File: config.mk
export PLATFORM = sky130hd
export DESIGN_NAME = rr_lock_arbiter
export DESIGN_NICKNAME = d
export VERILOG_FILES = /design/src/rtl/rr_lock_arbiter_pkg.sv /design/src/rtl/onehot_encoder.sv /design/src/rtl/rr_lock_arbiter.sv
export SDC_FILE = /design/constraint.sdc
export NUM_CORES = 1
export LEC_CHECK = 0
export ABC_AREA = 1
export CORE_UTILIZATION = 35
export DETAILED_ROUTE_END_ITERATION = 16
export PLACE_DENSITY = 0.57
export SYNTH_ARGS = -nofsm -noshare
export SYNTH_HDL_FRONTEND = slang
export SYNTH_SLANG_ARGS = --single-unit
File: constraint.sdc
create_clock -name clk -period 1.8 [get_ports clk]
set_input_delay 0.36 -clock clk [delete_from_list [all_inputs] [get_ports clk]]
set_output_delay 0.36 -clock clk [all_outputs]
set_load 0.01 [all_outputs]
File: src/rtl/rr_lock_arbiter_pkg.sv
// Shared definitions for the round-robin lock arbiter.
// Only the binary grant-index width derivation lives here.
package rr_lock_arbiter_pkg;

  function automatic int idx_width(input int n);
    return (n > 1) ? $clog2(n) : 1;
  endfunction

endpackage

File: src/rtl/onehot_encoder.sv
// Converts a one-hot vector to its binary index.
// An all-zero input encodes to zero.
module onehot_encoder #(
  parameter int N = 4,
  parameter int W = 2
) (
  input  logic [N-1:0] onehot,
  output logic [W-1:0] idx
);

  always_comb begin
    idx = '0;
    for (int i = 0; i < N; i++) begin
      if (onehot[i]) idx = idx | W'(i);
    end
  end

endmodule

File: src/rtl/rr_lock_arbiter.sv
// Round-robin arbiter that locks the grant to one owner until release,
// abandon or hold timeout, with zero-bubble handover to the next requester.
module rr_lock_arbiter
  import rr_lock_arbiter_pkg::*;
#(
  parameter int N_REQ    = 4,
  parameter int W_IDX    = idx_width(N_REQ),
  parameter int MAX_HOLD = 0
) (
  input  logic             clk,
  input  logic             rst,
  input  logic [N_REQ-1:0] req,
  input  logic             release_gnt,
  output logic [N_REQ-1:0] gnt,
  output logic             gnt_valid,
  output logic [W_IDX-1:0] gnt_idx,
  output logic             timeout
);

  localparam int HOLD_W = 16;
  localparam logic [HOLD_W-1:0] HOLD_LAST =
    (MAX_HOLD == 0) ? '0 : HOLD_W'(MAX_HOLD - 1);

  typedef enum logic {IDLE, OWNED} state_t;

  state_t              state_reg, state_next;
  logic [N_REQ-1:0]    gnt_reg, gnt_next;
  logic [W_IDX-1:0]    idx_reg, idx_next;
  logic [W_IDX-1:0]    ptr_reg, ptr_next;
  logic [HOLD_W-1:0]   hold_cnt_reg, hold_cnt_next;
  logic                valid_reg;
  logic                timeout_reg, timeout_next;
  logic                new_grant;
  logic [N_REQ-1:0]    winner;
  logic                owner_req, expire, tenure_end;

  // Masked find-first from p upward; falls back to unmasked scan to wrap.
  function automatic logic [N_REQ-1:0] pick_first(input logic [N_REQ-1:0] r,
                                                  input logic [W_IDX-1:0] p);
    logic [N_REQ-1:0] masked, hit_m, hit_u;
    logic fm, fu;
    masked = '0;
    hit_m  = '0;
    hit_u  = '0;
    fm     = 1'b0;
    fu     = 1'b0;
    for (int i = 0; i < N_REQ; i++) begin
      if (i >= int'(p)) masked[i] = r[i];
    end
    for (int i = 0; i < N_REQ; i++) begin
      if (masked[i] && !fm) begin
        hit_m[i] = 1'b1;
        fm       = 1'b1;
      end
      if (r[i] && !fu) begin
        hit_u[i] = 1'b1;
        fu       = 1'b1;
      end
    end
    return fm ? hit_m : hit_u;
  endfunction

  // ptr already points at owner+1, so masking the owner's bit is all that
  // end-of-tenure arbitration needs; gnt_reg is zero while idle.
  assign winner     = pick_first(req & ~gnt_reg, ptr_reg);
  assign owner_req  = |(req & gnt_reg);
  assign expire     = (MAX_HOLD != 0) && (hold_cnt_reg == HOLD_LAST);
  assign tenure_end = release_gnt || !owner_req || expire;

  always_comb begin
    state_next    = state_reg;
    gnt_next      = gnt_reg;
    hold_cnt_next = hold_cnt_reg;
    timeout_next  = 1'b0;
    new_grant     = 1'b0;
    case (state_reg)
      IDLE: begin
        if (|req) begin
          gnt_next      = winner;
          state_next    = OWNED;
          hold_cnt_next = '0;
          new_grant     = 1'b1;
        end
      end
      OWNED: begin
        if (tenure_end) begin
          timeout_next = expire && !release_gnt && owner_req;
          if (|winner) begin
            gnt_next      = winner;
            hold_cnt_next = '0;
            new_grant     = 1'b1;
          end else begin
            gnt_next   = '0;
            state_next = IDLE;
          end
        end else if (hold_cnt_reg != '1) begin
          hold_cnt_next = hold_cnt_reg + HOLD_W'(1);
        end
      end
      default: begin
        gnt_next   = '0;
        state_next = IDLE;
      end
    endcase
  end

  onehot_encoder #(
    .N (N_REQ),
    .W (W_IDX)
  ) u_enc (
    .onehot (gnt_next),
    .idx    (idx_next)
  );

  always_comb begin
    ptr_next = ptr_reg;
    if (new_grant) begin
      ptr_next = (idx_next == W_IDX'(N_REQ - 1)) ? '0 : idx_next + W_IDX'(1);
    end
  end

  always_ff @(posedge clk) begin
    if (rst) begin
      state_reg    <= IDLE;
      gnt_reg      <= '0;
      idx_reg      <= '0;
      ptr_reg      <= '0;
      hold_cnt_reg <= '0;
      valid_reg    <= 1'b0;
      timeout_reg  <= 1'b0;
    end else begin
      state_reg    <= state_next;
      gnt_reg      <= gnt_next;
      idx_reg      <= idx_next;
      ptr_reg      <= ptr_next;
      hold_cnt_reg <= hold_cnt_next;
      valid_reg    <= |gnt_next;
      timeout_reg  <= timeout_next;
    end
  end

  assign gnt       = gnt_reg;
  assign gnt_valid = valid_reg;
  assign gnt_idx   = idx_reg;
  assign timeout   = timeout_reg;

endmodule
== After elaboration in Yosys (flattened, before gate mapping) ==
Cells that the tools add are included.
Word-level totals
  flip-flop bits (word level): 10
  output and inout port bits: 8
  logic and storage cells: 63
  bits of input ports: 7
Cells by class
  eq/ne operators: 1
  reduce and logical (&&, ||, !) cells: 18
  add/sub/neg operators: 1
  magnitude comparators: 3
  bitwise operators: 4
  mux-type cells: 31
Operators by type and width (count)
  $mux W1: 21
  $mux W4: 4
  $reduce_or A4 Y1: 4
  $and A4 B4 Y4: 2
  $pmux W4 S2: 1
  $logic_not A1 Y1: 7
  $logic_and A1 B1 Y1: 6
  $mux W2: 3
  $ge A1 B2 Y1 const A: 2
  $not A4 Y4: 1
  $pmux W1 S2: 2
  $add A2 B1 Y2 const B: 1
  $eq A2 B2 Y1 const B: 1
  $ge A2 B2 Y1 const A: 1
  $logic_or A1 B1 Y1: 1
  $not A1 Y1: 1

== Depth between registers and ports, before layout ==
Gate-level depths: netlist (run 1).
  word-level depth: 23
  mapped depth: 14
  mapped depth without buffers: 14

== Hierarchy ==
A second synthesis (run 1) with hierarchy kept.
Unflattened totals
  cells, all modules: 106
  area, all modules: 686.9 um^2
By module, submodules not included
  rr_lock_arbiter: area an instance 668.1 um^2, cells each 101, seq. area each 200.2 um^2, times used 1
  onehot_encoder: area an instance 18.8 um^2, cells each 5, seq. area each 0.0 um^2, times used 1

== Worst setup path before layout (run 1) ==
No wires, ideal clock.
  path type: register to register
  start: register gnt_reg[1] (netlist: gnt[1])
  end: register ptr_reg[1]
  data required time: 1689 ps
  stages on the path, launching flop included: 14
  period minus slack after synthesis: 1363 ps
  arrival time: 1251 ps
  path slack: 437 ps
  library setup time: 111 ps
  path buffers: 0
  cells stage by stage: dfxtp_1 > inv_1 > nand2_1 > nor2_2 > nor2_4 > nand3b_2 > nand2_1 > inv_2 > nand3_2 > nand2_2 > nand2_2 > inv_1 > nor2_1 > nor2_1
On the way
  longest elaborated chain between the ends: 21
  elaborated cells between the ends (all ways): 43
  classes of those cells: add/sub (1); eq/ne (1); mux (24); bitwise (3); reduce/logical (14)
RTL lines
  from (decl): line rr_lock_arbiter.sv:27  | logic [N_REQ-1:0] gnt_reg, gnt_next;
  from (signal assigned): line rr_lock_arbiter.sv:133  | gnt_reg <= gnt_next;
  $not A4 Y4: line rr_lock_arbiter.sv:65  | assign winner = pick_first(req & ~gnt_reg, ptr_reg);
  $and A4 B4 Y4: line rr_lock_arbiter.sv:65
  $mux W1: line rr_lock_arbiter.sv:48  | if (i >= int'(p)) masked[i] = r[i];
  $logic_and A1 B1 Y1: line rr_lock_arbiter.sv:51  | if (masked[i] && !fm) begin
  $mux W1: line rr_lock_arbiter.sv:51
  $logic_not A1 Y1: line rr_lock_arbiter.sv:51
  $logic_and A1 B1 Y1: line rr_lock_arbiter.sv:51
  $mux W1: line rr_lock_arbiter.sv:51
  [... 4 more ...]
  $reduce_or A4 Y1: line rr_lock_arbiter.sv:88  | if (|winner) begin
  $mux W4: line rr_lock_arbiter.sv:88
  $mux W4: line rr_lock_arbiter.sv:86  | if (tenure_end) begin
  $pmux W4 S2: line rr_lock_arbiter.sv:76  | case (state_reg)
  $mux W1: line onehot_encoder.sv:14  | if (onehot[i]) idx = idx | W'(i);
  $mux W2 (2 in a row): line onehot_encoder.sv:14
  $add A2 B1 Y2 / $eq A2 B2 Y1 (equally long branches): line rr_lock_arbiter.sv:118  | ptr_next = (idx_next == W_IDX'(N_REQ - 1)) ? '0 : idx_next + W_IDX'(1);
  $mux W2: line rr_lock_arbiter.sv:118
  to (signal assigned): line rr_lock_arbiter.sv:135  | ptr_reg <= ptr_next;
  to (decl): line rr_lock_arbiter.sv:29  | logic [W_IDX-1:0] ptr_reg, ptr_next;
Parallel ways exist; a longest one is shown, timed or not.
A chain may end at the register's enable or synchronous reset.

== Final worst setup path (run 1) ==
  start: input port req[2]
  end: register ptr_reg[0]
On the way
  longest elaborated chain between the ends: 17
  elaborated cells between the ends (all ways): 36
  classes of those cells: add/sub (1); eq/ne (1); mux (21); bitwise (2); reduce/logical (11)
RTL lines
  from (decl): line rr_lock_arbiter.sv:12  | input logic [N_REQ-1:0] req,
  $and A4 B4 Y4: line rr_lock_arbiter.sv:65
  $mux W1: line rr_lock_arbiter.sv:48
  $logic_and A1 B1 Y1: line rr_lock_arbiter.sv:51
  $mux W1: line rr_lock_arbiter.sv:51
  $logic_not A1 Y1: line rr_lock_arbiter.sv:51
  $logic_and A1 B1 Y1: line rr_lock_arbiter.sv:51
  $mux W1: line rr_lock_arbiter.sv:51
  $mux W4: line rr_lock_arbiter.sv:60  | return fm ? hit_m : hit_u;
  $reduce_or A4 Y1: line rr_lock_arbiter.sv:88
  $mux W4: line rr_lock_arbiter.sv:88
  $mux W4: line rr_lock_arbiter.sv:86
  $pmux W4 S2: line rr_lock_arbiter.sv:76
  $mux W1: line onehot_encoder.sv:14
  $mux W2 (2 in a row): line onehot_encoder.sv:14
  $add A2 B1 Y2 / $eq A2 B2 Y1 (equally long branches): line rr_lock_arbiter.sv:118
  $mux W2: line rr_lock_arbiter.sv:118
Parallel ways exist; a longest one is shown, timed or not.

==> results.md, run 1 <==
- Largest cells by area after synthesis: sky130_fd_sc_hd__dfxtp_1 30%, sky130_fd_sc_hd__nand2_1 16%, sky130_fd_sc_hd__inv_1 8.4%, sky130_fd_sc_hd__nor2_1 8.4%, sky130_fd_sc_hd__nand2_2 7.5%
- Synth Area per Inst: 6.24 um2
- Detailed-route via count: 710
- Residual antenna-violating net count after detailed routing: 0
- Post-CTS Setup Bufs: 0
- Maximum number of pins on one net before global-route repair: 7
- Area added between synthesis and finish: 39.7%
- Largest family of logic cells by synthesized area: simple AND/OR/NAND/NOR gates
- Type of element launching the critical path: input pin
- Yosys reg bits: 10
- Static leakage: 0.496 nW
- Routed wire per std cell: 9.62 um
- # setup viols final: 0
- Skew-Pair Late Insertion Delay: 270 ps
- Global placement routability congestion: 0.793
- Max Fanout on Critical Path: 4
- Post-synthesis instance area: 668 um2
- Area occupied by multi-input gates: 389 um2
- Synth async-reset ratio: 0
- Diode insertion count for antenna repair: 0
- Placeable core area: 0.00176 mm2
- GR Overflow Total: 0
- Post-CTS clock slew at the launch and capture registers of the worst setup and hold paths: 60 ps
- Crit path time final: 1660 ps
- Sequential cell area: 200 um2
- Required time of the critical path: 1960 ps
- Synthesized-area fraction occupied by and/or/nand/nor cells: 0.526
- List of most frequent post-synthesis cells: 29 x sky130_fd_sc_hd__nand2_1, 15 x sky130_fd_sc_hd__inv_1, 15 x sky130_fd_sc_hd__nor2_1, 10 x sky130_fd_sc_hd__dfxtp_1
- Compound-Gate Fraction of Synth Area: 0.0506
- Via count of the first global-routing pass: 649
- Clock Sink Count: 10
- Period Utilization, post-route: 0.923
- Path category of the worst min-delay check: flip-flop to flip-flop
- Area fraction of the dominant cell type after synthesis: 0.300
- Max reg flops: 4
- Top_reg_cell synth: sky130_fd_sc_hd__dfxtp_1
- Count of nets after finishing: 141
- Final number of hold-violating endpoints: 0
- Post-route setup TNS: 0 ps
- Mux share of post-synthesis cell area: 0
- Filler Cells Inserted: 200
- Placed wire-length estimate after detailed placement: 1250 um
- Peak ir drop on the vdd network: 781 uV
- Number of detailed-routing iterations run before antenna repair: 4
- Effective utilization at floorplan: 0.379
- Most numerous cell in the Yosys netlist: sky130_fd_sc_hd__nand2_1
- Syn. warnings: 0
- Buffer cell driving the clock tree root: sky130_fd_sc_hd__clkbuf_4
- Post-CTS Resized: 0
- Hold_buf cts: 0
- Number of antenna violations at the first check in global routing: 0
- Number of synthesized flops with an enable pin: 0
- Overall power of the completed layout: 1.31 mW
- Width of the chip: 45.7 um
- Pwr per Cell Area: 1400 mW/mm2
- Sequential area share after synthesis: 0.300
- Num ports: 15
- Worst EP arrival: 1820 ps
- Final max-slew violation count: 0
- Capturing element type of the critical path: flip-flop
- Number of standard cells after synthesis: 107
- Detailed-route vias per instance: 4.49
- WL final: 1520 um
- CTS Buf Count: 3
- First-pass GRT wire length: 2530 um
- Run status: finished clean
- Maximum level of the CTS H-tree: 1
- Quantity of I/O buffers inserted on ports: 13
- Std-Cell Rows: 15
- Die H: 45.7 um
- Synthesized net count: 114
- RSZ-0062 raised after global routing: false
- First-iteration detailed-routing DRC count: 11
- Kind of critical path: input pin to flip-flop
- Fraction of final layout cells sized beyond drive strength 1: 0.271
- XOR/XNOR Fraction of Synth Area: 0
- Remaining design rule violation count: 0
- Area enclosed by the die boundary: 0.00209 mm2
- Fraction of the mapped netlist area in adder cells: 0
- Leading area contributor after synthesis: sky130_fd_sc_hd__dfxtp_1
- CTS tree: yes
- Post-synthesis cell type count: 20
- Largest buffer count on any clock path: 2
- Max-capacitance violation count: 0
- Maximum clock rate: 602 MHz
- Worst setup skew after layout: 0.487 ps
- Total GRT Usage: 0.170
## power by group
part | internal (mW) | total [mW] | switching, mW
Combinational | 0.341 | 0.755 | 0.414
Sequential | 0.296 | 0.349 | 0.0528
Clock | 0.123 | 0.203 | 0.0802
## per-stage QoR
| stage | instance area, um2 | hold WS, ps | setup WS (ps) | std cells | utilization |
|---|---|---|---|---|---|
| 2_1_floorplan | 668 | 431 | 437 | 107 | - |
| 3_3_place_gp | 897 | 515 | -114 | 154 | 0.509 |
| 3_5_place_dp | 897 | 517 | -134 | 154 | 0.509 |
| 4_1_cts | 933 | 574 | 144 | 158 | 0.529 |
| 5_1_grt | 933 | 603 | 0.963 | 158 | 0.529 |
| 6_report | 933 | 568 | 139 | 158 | 0.529 |
## cells by family (layout without fill, tap and decap cells)
group           Yosys count  after routing
buf+inv                  20             46
compound gates            6              6
other cells               1              1
simple gates             70             70
flops                    10             10
## final cells by class
class                   count  share of cell area
repair buffers             23               0.220
well taps                  25              0.0335
multi-input cells          77               0.417
flip-flops and latches     10               0.214
clock buffers               4              0.0389
inverters                  19              0.0764
## worst paths after layout
path | slack [ps] | cells past startpoint | start | endpoint
hold reg to reg | 570 | 2 | state_reg | state_reg
hold / removal | 570 | 2 | state_reg | state_reg
setup / recovery | 140 | 11 | req[2] | ptr_reg[0]
setup reg to reg | 330 | 13 | gnt[1] | ptr_reg[1]
## metal layers
layer | wire (um) | GRT usage | part of all wire | vias up
li1 | - | - | - | 374
met1 | 708 | 0.199 | 0.47 | 311
met2 | 713 | 0.297 | 0.47 | 20
met3 | 61 | 0.0119 | 0.040 | 5
met4 | 37 | 0.106 | 0.024 | 0
met5 | 0 | 0 | 0 | -
## placed cells by master (no fill, tap or decap), types with 2 or more instances in the layout
master                            netlist  layout
sky130_fd_sc_hd__clkdlybuf4s50_1        0      13
sky130_fd_sc_hd__nand3_2                2       2
sky130_fd_sc_hd__o21ai_0                3       3
sky130_fd_sc_hd__nand2_1               29      29
sky130_fd_sc_hd__nor2_1                15      15
sky130_fd_sc_hd__buf_4                  1      10
sky130_fd_sc_hd__inv_1                 15      15
sky130_fd_sc_hd__inv_2                  4       4
sky130_fd_sc_hd__nand2_4                2       2
sky130_fd_sc_hd__nand3_1                8       8
sky130_fd_sc_hd__dfxtp_1               10      10
sky130_fd_sc_hd__nor2_2                 2       2
sky130_fd_sc_hd__nand2_2                8       8
sky130_fd_sc_hd__clkbuf_4               0       3
## critical path, stage by stage
cell,delay (ps)
sky130_fd_sc_hd__clkdlybuf4s50_1,510
sky130_fd_sc_hd__buf_4,120
sky130_fd_sc_hd__nand3_2,120
sky130_fd_sc_hd__nand4_1,140
sky130_fd_sc_hd__nand2_1,60
sky130_fd_sc_hd__nand2_1,90
sky130_fd_sc_hd__nand3_2,110
sky130_fd_sc_hd__nand2_2,80
sky130_fd_sc_hd__nand2_2,60
sky130_fd_sc_hd__nor2_1,120
sky130_fd_sc_hd__nor2_1,60
Power figures use the tool's default switching activity.
==> run 2: changes to the inputs <==
--- a/config.mk
+++ b/config.mk
@@ -6,9 +6,12 @@
 export NUM_CORES = 1
 export LEC_CHECK = 0
 export ABC_AREA = 1
-export CORE_UTILIZATION = 35
+export ABC_CLOCK_PERIOD_IN_PS = 1800
+export CELL_PAD_IN_SITES_DETAIL_PLACEMENT = 0
+export CELL_PAD_IN_SITES_GLOBAL_PLACEMENT = 1
+export CORE_UTILIZATION = 32
 export DETAILED_ROUTE_END_ITERATION = 16
-export PLACE_DENSITY = 0.57
+export PLACE_DENSITY = 0.73
 export SYNTH_ARGS = -nofsm -noshare
 export SYNTH_HDL_FRONTEND = slang
 export SYNTH_SLANG_ARGS = --single-unit
==> run 2 against run 1 <==
- clock-buffer cell count is the same
- worst setup slack improved by 11 ps
- sequential share of layout area fell by 0.057 points
- largest power group unchanged
- critical path depth grew 3
- critical endpoint is now ptr_reg[1]
- cell area up 0.27%
- highest routed layer unchanged
==> results.md, run 2 (synthesis gave the netlist of run 1 again) <==
- Remaining design rule violation count: 0 (unchanged)
- R2R cell count: 13 (unchanged)
- Residual antenna-violating net count after detailed routing: 0 (unchanged)
- CTS tree: yes
- Post-CTS Resized: 0 (unchanged)
- Maximum level of the CTS H-tree: 1 (unchanged)
- Buffer cell driving the clock tree root: sky130_fd_sc_hd__clkbuf_4
- Effective utilization at floorplan: 0.341 (-0.0382)
- First-pass GRT wire length: 2350 um (-7.3%)
- Pre-CTS WS: -136 ps (-1.66 ps)
- Most frequent cell on the critical path: sky130_fd_sc_hd__nand2_1
- Kind of critical path: input pin to flip-flop
- Max Fanout on Critical Path: 4 (unchanged)
- Num ports: 15 (unchanged)
- Instance count along the most critical hold path: 2 (unchanged)
- Max-capacitance violation count: 0 (unchanged)
- Critical path's largest stage delay: 510 ps (about the same)
- Pwr per Cell Area: 1390 mW/mm2 (-0.43%)
- Placeable core area: 0.00196 mm2 (+11%)
- Period Utilization, post-route: 0.916 (-0.00635)
- Maximum clock rate: 606 MHz (+0.69%)
- Width of the chip: 47.7 um (+4.4%)
- Post-CTS clock slew at the launch and capture registers of the worst setup and hold paths: 60 ps (about the same)
- Via count of the first global-routing pass: 590 (-9.1%)
- Area added between synthesis and finish: 40.1%
- Capture endpoint of the worst hold path: ptr_reg[0]
- Setup WS post-layout: 151 ps (+11.4 ps)
- Diode insertion count for antenna repair: 0 (unchanged)
- Max reg flops: 4 (unchanged)
- Path category of the worst min-delay check: flip-flop to flip-flop
- Largest buffer count on any clock path: 2 (unchanged)
- Static leakage: 0.496 nW (about the same)
- GR Overflow Total: 0 (unchanged)
- Sum of buffers and inverters on the critical path: 3 (+1)
- Dpl cell area: 900 um2 (+0.28%)
- Total GRT Usage: 0.151 (-0.0190)
- Skew-Pair Late Insertion Delay: 260 ps (about the same)
- Final max-slew violation count: 0 (unchanged)
- Routed wire per std cell: 9.26 um (-3.7%)
- Maximum number of pins on one net before global-route repair: 7 (unchanged)
- CTS Buf Count: 3 (unchanged)
- Fraction of final layout cells sized beyond drive strength 1: 0.271 (unchanged)
- Hold_sp: ptr_reg[0]
- Most frequent cells in the layout: 29 x sky130_fd_sc_hd__nand2_1, 15 x sky130_fd_sc_hd__inv_1, 15 x sky130_fd_sc_hd__nor2_1
- Post-CTS Setup Bufs: 0 (unchanged)
- Critical-path cell list: clkdlybuf4s50_1 > nand2_2 > inv_1 > nand2_1 > nand4_1 > nand2_1 > nand2_2 > nand2_1 > nand2_2 > inv_2 > nand2_1 > nand2_1 > nor2_1 > nor2_1
- Std-Cell Rows: 16 (+1)
- Crit path max-delay family: simple AND/OR/NAND/NOR gates
- Peak ir drop on the vdd network: 723 uV (-7.5%)
- Run status: finished clean
- Sequential cell area: 200 um2 (unchanged)
- Area occupied by multi-input gates: 389 um2 (unchanged)
- Most common cell after layout, fill and taps aside: sky130_fd_sc_hd__nand2_1
- Placed wire-length estimate after detailed placement: 1260 um (+0.77%)
- Worst setup skew after layout: 1.52 ps (+1.03 ps)
- Cell type of the slowest stage on the worst timing path: sky130_fd_sc_hd__clkdlybuf4s50_1
- Flop2flop setup slack: 320 ps (about the same)
- Area enclosed by the die boundary: 0.00227 mm2 (+9.0%)
- Post-route cell area: 936 um2 (+0.27%)
- Quantity of I/O buffers inserted on ports: 13 (unchanged)
- Type of element launching the critical path: input pin
- Die H: 47.7 um (+4.4%)
- Detailed-route via count: 685 (-3.5%)
- RSZ-0062 raised after global routing: false
- Required time of the critical path: 1960 ps (about the same)
- Worst r2r dst: ptr_reg[1]
- Final number of hold-violating endpoints: 0 (unchanged)
- WL final: 1480 um (-2.5%)
- Hold_buf cts: 0 (unchanged)
- Count of nets after finishing: 141 (unchanged)
- Capturing element type of the critical path: flip-flop
- Number of detailed-routing iterations run before antenna repair: 4 (unchanged)
- Detailed-route vias per instance: 4.28 (-4.7%)
- Worst EP arrival: 1810 ps (about the same)
- Filler Cells Inserted: 238 (+19%)
- First-iteration detailed-routing DRC count: 16 (+5)
- Crit path time final: 1650 ps (-11.4 ps)
- Number of antenna violations at the first check in global routing: 0 (unchanged)
- Clock Sink Count: 10 (unchanged)
- Global placement routability congestion: 0.767 (-3.2%)
- # setup viols final: 0 (unchanged)
- Reg-to-reg startpoint: gnt[0]
==> run 2: metal layers <==
layer,up-vias,GRT usage,routed length (um)
met3,2,0.0113,41
met4,0,0.100,21
met2,11,0.251,714
li1,373,-,-
met5,-,0,0
met1,299,0.185,706
==> run 2: per-stage QoR <==
step | setup TNS, ps | utilization | power [mW] | cells | hold slack [ps]
finish | 0 | 0.477 | 1.31 | 160 | 528
global route | 0 | 0.477 | 1.42 | 160 | 578
CTS | 0 | 0.477 | 1.32 | 160 | 535
detailed placement | -561 | 0.459 | 1.12 | 156 | 525
global placement | -537 | 0.459 | 1.11 | 156 | 513
floorplan | 0 | - | 0.824 | 107 | 431
==> run 2: layout make-up <==
cell class              instances  area share
clock buffers                   4      0.0388
well taps                      27      0.0361
repair buffers                 23       0.219
multi-input cells              77       0.416
flip-flops and latches         10       0.214
inverters                      19      0.0762
==> run 2: worst min-delay path, stage by stage (launching register included) <==
cell,delay [ps]
sky130_fd_sc_hd__dfxtp_1,340
sky130_fd_sc_hd__nor2_1,110
sky130_fd_sc_hd__nor2_1,50
==> run 2: power breakdown <==
part / leakage, nW / internal (mW) / switching (mW) / total, mW
Sequential: 0.0833 / 0.296 / 0.0535 / 0.349
Combinational: 0.392 / 0.347 / 0.412 / 0.760
Clock: 0.0210 / 0.123 / 0.0734 / 0.196
Total: 0.496 / 0.766 / 0.539 / 1.31
==> run 2: worst max path at each step <==
stage,cells after the start,startpoint,slack [ps],to
floorplan,13,gnt[1],440,ptr_reg[1]
global placement,13,req[1],-140,ptr_reg[1]
detailed placement,13,req[1],-140,ptr_reg[1]
CTS,13,req[1],140,ptr_reg[1]
global route,14,req[2],10,ptr_reg[1]
finish,14,req[0],150,ptr_reg[1]
==> run 3: changes to the inputs <==
--- a/config.mk
+++ b/config.mk
@@ -7,6 +7,7 @@
 export LEC_CHECK = 0
 export ABC_AREA = 1
 export ABC_CLOCK_PERIOD_IN_PS = 1800
+export CAP_MARGIN = 15
 export CELL_PAD_IN_SITES_DETAIL_PLACEMENT = 0
 export CELL_PAD_IN_SITES_GLOBAL_PLACEMENT = 1
 export CORE_UTILIZATION = 32
==> results of run 3 <==
The final DEF is identical to that of run 2; final timing and power are the same.
